--- src/rtl/led_sweep_checker_onehot_encoder.sv ---
// Combinational one-hot detector and bit-index encoder for the LED bus.
module onehot_encoder #(
    parameter int WIDTH = 16
) (
    input  logic [WIDTH-1:0]         vec,
    output logic [$clog2(WIDTH)-1:0] idx,
    output logic                     is_onehot
);

    localparam int IDX_W = $clog2(WIDTH);

    // OR of set-bit positions; exact whenever vec is one-hot, don't-care otherwise.
    always_comb begin
        idx = {IDX_W{1'b0}};
        for (int i = 0; i < WIDTH; i++) begin
            idx = idx | (vec[i] ? IDX_W'(i) : {IDX_W{1'b0}});
        end
        is_onehot = (vec != {WIDTH{1'b0}}) &&
                    ((vec & (vec - WIDTH'(1'b1))) == {WIDTH{1'b0}});
    end

endmodule

--- config.mk ---
export PLATFORM = sky130hd
export DESIGN_NAME = onehot_encoder
export DESIGN_NICKNAME = d
export VERILOG_FILES = /design/src/rtl/led_sweep_checker_onehot_encoder.sv
export SDC_FILE = /design/constraint.sdc
export NUM_CORES = 1
export LEC_CHECK = 0
export ABC_AREA = 0
export CAP_MARGIN = 10
export CORE_AREA = 3 3 40 42
export DETAILED_ROUTE_END_ITERATION = 6
export DIE_AREA = 0 0 43 45
export GPL_TIMING_DRIVEN = 0
export SYNTH_ARGS = -nofsm -noshare
export SYNTH_HDL_FRONTEND = slang
export SYNTH_SLANG_ARGS = --single-unit
--- constraint.sdc ---
create_clock -name vclk -period 4.5
set_clock_uncertainty 0.15 [all_clocks]
set_input_delay 1.35 -clock vclk [all_inputs]
set_output_delay 1.35 -clock vclk [all_outputs]
set_load 0.02 [all_outputs]
# Word level (Yosys, flattened, before mapping)

Index checks and enable logic that the tools add are counted.
W data, S select, Z words.

Flip-flop bits (word level): 0
Bits of input ports: 16
Output and inout port bits: 5
Word-level logic and storage cells: 34

Add/subtract/negate cells: 1
Muxes and demuxes: 15
Bitwise gates (word level): 15
Reductions and logical operators: 3

Operator list:

| operator                | number |
|---|---|
| $mux W4                 | 8 |
| $or A4 B4 Y4            | 7 |
| $and A16 B16 Y16        | 1 |
| $logic_not A16 Y1       | 1 |
| $reduce_bool A16 Y1     | 1 |
| $sub A16 B1 Y16 const B | 1 |
| $mux W3                 | 4 |
| $or A3 B3 Y3            | 3 |
| $mux W2                 | 2 |
| $or A3 B4 Y4            | 1 |
| $or A2 B3 Y3            | 1 |
| $or A1 B2 Y2            | 1 |
| $or A2 B2 Y2            | 1 |
| $logic_and A1 B1 Y1     | 1 |
| $mux W1                 | 1 |

# Longest topological paths before layout

Gate-level depths: netlist (run 1).

Word-level depth: 15
Gate-level depth with buffers: 5

# Least setup slack after synthesis (run 1)

OpenSTA, ideal clock, no wires.

Kind: in2out
Start point: in vec[3]
End point: out is_onehot
Arrival: 2651 ps
Slack: 349 ps
Stages: 5
Buffers on the path: 0
Cell sequence: nor4_2 -> nand2b_1 -> maj3_2 -> o31ai_2 -> nor4b_2

Word-level cells in the longest chain between the ends: 4

RTL lines:

| what                  | RTL line | RTL |
|---|---|---|
| start: declaration    | 5        | `input logic [WIDTH-1:0] vec,` |
| $sub A16 B1 Y16       | 19       | `((vec & (vec - WIDTH'(1'b1))) == {WIDTH{1'b0}});` |
| $and A16 B16 Y16      | 19       |  |
| $logic_not A16 Y1     | 19       |  |
| $logic_and A1 B1 Y1 * | 18       | `is_onehot = (vec != {WIDTH{1'b0}}) &&` |
| end: declaration      | 7        | `output logic is_onehot` |

Every way passes the cells marked *; elsewhere a longest branch is shown, timed or not.

# Worst setup path after layout (run 1)

Start point: in vec[9]
End point: out is_onehot

Same word-level chain as after synthesis.

==> impl_metrics.ini, run 1 <==
[logic_synthesis]
synthAdderAreaFrac = 0.124
synth.avg_cell_area_um2 = 6.80
synth_top_area_frac = 0.139
yosysTopAreaCell = nor3_1
synthMuxAreaShare = 0
ys.warnings.count = 0
synthTopCellsByArea = nor3_1 (14%), maj3_1 (8.0%), nor4b_2 (6.0%), a31oi_1 (5.0%), nor4_1 (5.0%)
synth_cell_type_count = 22
synthesis.nets = 53
synthSimpleGateAreaFrac = 0.572
syn_area_um2 = 251
synth_top_family_by_area = simple AND/OR/NAND/NOR gates
synthCells = 37
synth-compound-area-share = 0.254
synth_xor_area_frac = 0.0348
ys_seq_area_frac = 0

[finish]
instances_no_fill = 74
nFillCells = 140
antenna_cells = 0
area_delta_synth_final_pct = 107
seq_cells = 0
layout-drive-gt1-share = 0.186
fin_nets = 77
nClkBuffers = 0
seq_area_um2 = 0
fin_util = 0.406

[timing]
setup_viol = 0
clock.fmax_ghz = 0.226
hold_viol_final = 0
slew_headroom = 0.695
fin_crit_sh = 0.982
period_minus_slack_ns = 4.42
fin_hold_ws_ns = 3.13
drv_slew = 0
tightest_slew_ns = 0.446
rsz0062_at_grt = no
worst_slack_ns = 0.0799

[place]
dp.final_hpwl_um = 702
io_buffers = 21
dp_slack_ns = -0.690
place_congestion = 0.809
dp_cells = 73

[setup_path]
worstPathArrival_ns = 2.92
cp-start-kind = input port
crit_type = in -> out
critPathRequiredTime_ns = 3.00
cp-end-kind = primary output
path_max_fanout = 6

[floorplan]
dieArea_um2 = 1940
io_pins = 21
floorplan.initialDensity = 0.196
die_w_um = 43
rows = 13
core-area_um2 = 1280
die_h_um = 45

[power]
p_clk_frac = 0
vdd.ir_drop.worst_uv = 35.6
powerDensity_nw_per_um2 = 62.7
p_int_mw = 0.0167
netSwitchingPower_mw = 0.0160
p_leak_nw = 0.178
switching_share = 0.489
power_frac_seq = 0
pwr-share-comb = 1.000

[route]
drt_wl_total_um = 913
drc = 0
drt_first_pass_iters = 2
wl_per_cell_um = 12.3
drtIter0Drc = 2
ant_nets = 0
via_per_inst = 5.16
via_count = 382

[global_route]
grt_usage = 0.0862
grt_pass1_wl_mm = 1.37
grt_overflow = 0
grt_max_degree = 7
antenna_found_initial = 0
first_global_vias = 355

[hold_path]
hold_path_class = in -> out

[clock_network]
hold_buffers = 0

[run_status]
status = complete, no violations

[job]
cap_viol_max_count = 0
-- cells in the final DEF (no fill, tap or decap), types with 2 or more instances in the layout --
master | synthesis | layout
dlymetal6s2s_1 | 0 | 2
nor2_1 | 3 | 3
or3_1 | 2 | 2
buf_4 | 0 | 2
a31oi_1 | 2 | 2
nor4_4 | 0 | 3
nor3_1 | 7 | 6
dlygate4sd2_1 | 0 | 6
maj3_1 | 2 | 2
nand2_1 | 3 | 3
nand3_1 | 2 | 2
clkdlybuf4s50_1 | 0 | 11
-- layer usage --
metal / GRT usage / part of all wire / vias up
met4: 0.0181 / 0.015 / 0
met5: 0 / 0 / -
met2: 0.147 / 0.41 / 18
met3: 0.00398 / 0.088 / 2
li1: - / - / 199
met1: 0.121 / 0.48 / 163
-- stage by stage --
stage | instance area (µm²) | setup TNS [ns] | power (mW)
global route | 522 | 0 | 0.0355
floorplan | 251 | 0 | 0.00890
finish | 522 | 0 | 0.0327
detailed placement | 480 | -0.808 | 0.0305
CTS | 493 | 0 | 0.0304
global placement | 480 | -0.854 | 0.0307
-- critical path, cell delays in order --
cell           delay (ns)
dlygate4sd2_1        0.32
or3_1                0.36
a2111o_1             0.42
o31ai_2              0.06
nor4b_2              0.23
buf_4                0.18
-- worst paths after layout --
path                    from         to  slack (ns)  cells after the start
worst max-delay path  vec[9]  is_onehot        0.08                      6
worst min-delay path  vec[3]  is_onehot        3.13                      5
-- power by group through the flow --
| stage | logic [mW] | clock network (mW) | registers, mW |
|---|---|---|---|
| floorplan | 0.00890 | 0 | 0 |
| global route | 0.0355 | 0 | 0 |
| detailed placement | 0.0305 | 0 | 0 |
| global placement | 0.0307 | 0 | 0 |
| finish | 0.0327 | 0 | 0 |
| CTS | 0.0304 | 0 | 0 |
-- layout make-up --
| type | instances | area [µm²] | area share |
|---|---|---|---|
| multi-input cells | 36 | 292 | 0.559 |
| repair buffers | 22 | 208 | 0.398 |
| well taps | 15 | 18.8 | 0.0360 |
| inverters | 1 | 3.75 | 0.00719 |
-- timing repair --
item | CTS | global route
resized for setup | 16 | 7
pin swaps | 2 | 3
buffers inserted | 0 | 1
setup endpoints to repair | 3 | 3
-- cells in the mapped netlist, drive strengths merged (2+ instances only) --
cell   count
nand2      3
nor3       7
nor4       3
or3        2
nor2       3
a31oi      2
maj3       3
nand3      2
-- logic make-up (layout without fill, tap and decap cells) --
family                     count (synthesis)  count (layout)
AOI/OAI and AO/OA                          8               8
xor gates and xnor gates                   1               1
adders and majority gates                  3               3
buffers and inverters                      1              23
and+or+nand+nor                           24              24
No activity file was read; power rests on OpenSTA's default activity.
==> run 2, diff against run 1 <==
--- a/config.mk
+++ b/config.mk
@@ -7,10 +7,12 @@
 export LEC_CHECK = 0
 export ABC_AREA = 0
 export CAP_MARGIN = 10
-export CORE_AREA = 3 3 40 42
+export CORE_AREA = 2 2 39 41
 export DETAILED_ROUTE_END_ITERATION = 6
-export DIE_AREA = 0 0 43 45
+export DIE_AREA = 0 0 41 43
 export GPL_TIMING_DRIVEN = 0
+export MAX_ROUTING_LAYER = met4
+export PLACE_DENSITY = 0.62
 export SYNTH_ARGS = -nofsm -noshare
 export SYNTH_HDL_FRONTEND = slang
 export SYNTH_SLANG_ARGS = --single-unit
==> impl_metrics.ini, run 2 (synthesis gave the netlist of run 1 again) <==
[place]
dp_slack_ns = -0.693
dp.final_hpwl_um = 717
placed_area_um2 = 482
io_buffers = 21
place_congestion = 0.750

[finish]
final_cell_mix = clkdlybuf4s50_1 (9), nor3_1 (6), dlygate4sd2_1 (4), dlymetal6s2s_1 (4)
layout-drive-gt1-share = 0.220
nClkBuffers = 0
fin_util = 0.390
antenna_cells = 0
seq_cells = 0
fin_nets = 77
fin_area_um2 = 539
seq_area_um2 = 0
mostFrequentLayoutCell = clkdlybuf4s50_1
area_delta_synth_final_pct = 114

[floorplan]
die_h_um = 43
core-area_um2 = 1380
rows = 14
floorplan.initialDensity = 0.182
io_pins = 21
dieArea_um2 = 1760
die_w_um = 41

[route]
ant_nets = 0
drtIter0Drc = 2
drt_first_pass_iters = 4
drt_wl_total_um = 931
wl_per_cell_um = 12.4
drc = 0
via_per_inst = 5.12
via_count = 384

[power]
vdd.ir_drop.worst_uv = 30.3
powerDensity_nw_per_um2 = 62.9
p_leak_nw = 0.208
p_total_mw = 0.0339

[setup_path]
critPathRequiredTime_ns = 3.00
crit_family = simple AND/OR/NAND/NOR gates
worstPathArrival_ns = 2.96
slowest_stage = a2111o_1
cp_cell_sequence = dlygate4sd2_1 > or3_1 > a2111o_1 > o31ai_4 > nor4b_4 > buf_4
crit_type = in -> out
cp_num_buf_inv = 2
cp-end-kind = primary output
path_max_fanout = 6
cp-start-kind = input port
critPathMaxStageDelay_ns = 0.45

[timing]
period_minus_slack_ns = 4.46
rsz0062_at_grt = yes
worst_slack_ns = 0.0362
drv_slew = 0
setup_viol = 0
hold_viol_final = 0
clock.fmax_ghz = 0.224
tightest_slew_ns = 0.390
fin_crit_sh = 0.992
slew_headroom = 0.740
fin_hold_ws_ns = 3.21

[global_route]
antenna_found_initial = 0
first_global_vias = 354
grt_max_degree = 7
grt_overflow = 0
grt_pass1_wl_mm = 1.37
grt_usage = 0.107

[clock_network]
hold_buffers = 0

[job]
cap_viol_max_count = 0

[run_status]
status = complete, no violations

[hold_path]
hold_path.startpoint = vec[0]
hold_path_class = in -> out
min_path_cells = 5
hold_end = is_onehot
[run 2: timing repair]
action | 4_1_cts | 5_1_grt
gates cloned | 0 | 0
endpoints found under the setup margin | 3 | 3
resized for setup | 17 | 15
setup buffers | 0 | 1
pin swaps | 1 | 4
[run 2: through the flow]
| stage | setup TNS, ns | cells |
|---|---|---|
| 2_1_floorplan | 0 | 37 |
| 3_3_place_gp | -0.819 | 74 |
| 3_5_place_dp | -0.827 | 74 |
| 4_1_cts | 0 | 74 |
| 5_1_grt | -0.0186 | 75 |
| 6_report | 0 | 75 |
[run 2: area by class of cell]
class | count | area, µm²
tap | 16 | 20.0
inverter | 1 | 3.75
multi-input combinational | 36 | 310
fill | 145 | 845
timing repair buffer | 22 | 205
[run 2: metal layers]
metal	GRT usage	routed length (µm)
met5	-	0
met2	0.169	461
met1	0.161	409
met3	0	60
met4	0	0
[run 2: worst max-delay path by stage]
stage                start        end  slack (ns)  depth (start not counted)
floorplan           vec[3]  is_onehot        0.35                          5
global placement    vec[3]  is_onehot       -0.71                          7
detailed placement  vec[3]  is_onehot       -0.69                          7
CTS                 vec[4]  is_onehot       0.004                          7
global route        vec[9]  is_onehot       -0.02                          6
finish              vec[9]  is_onehot        0.04                          6
[run 2: power breakdown]
part           internal, mW  leakage (nW)  switching, mW  total, mW
Combinational        0.0167         0.208         0.0172     0.0339
Clock                     0             0              0          0
Sequential                0             0              0          0
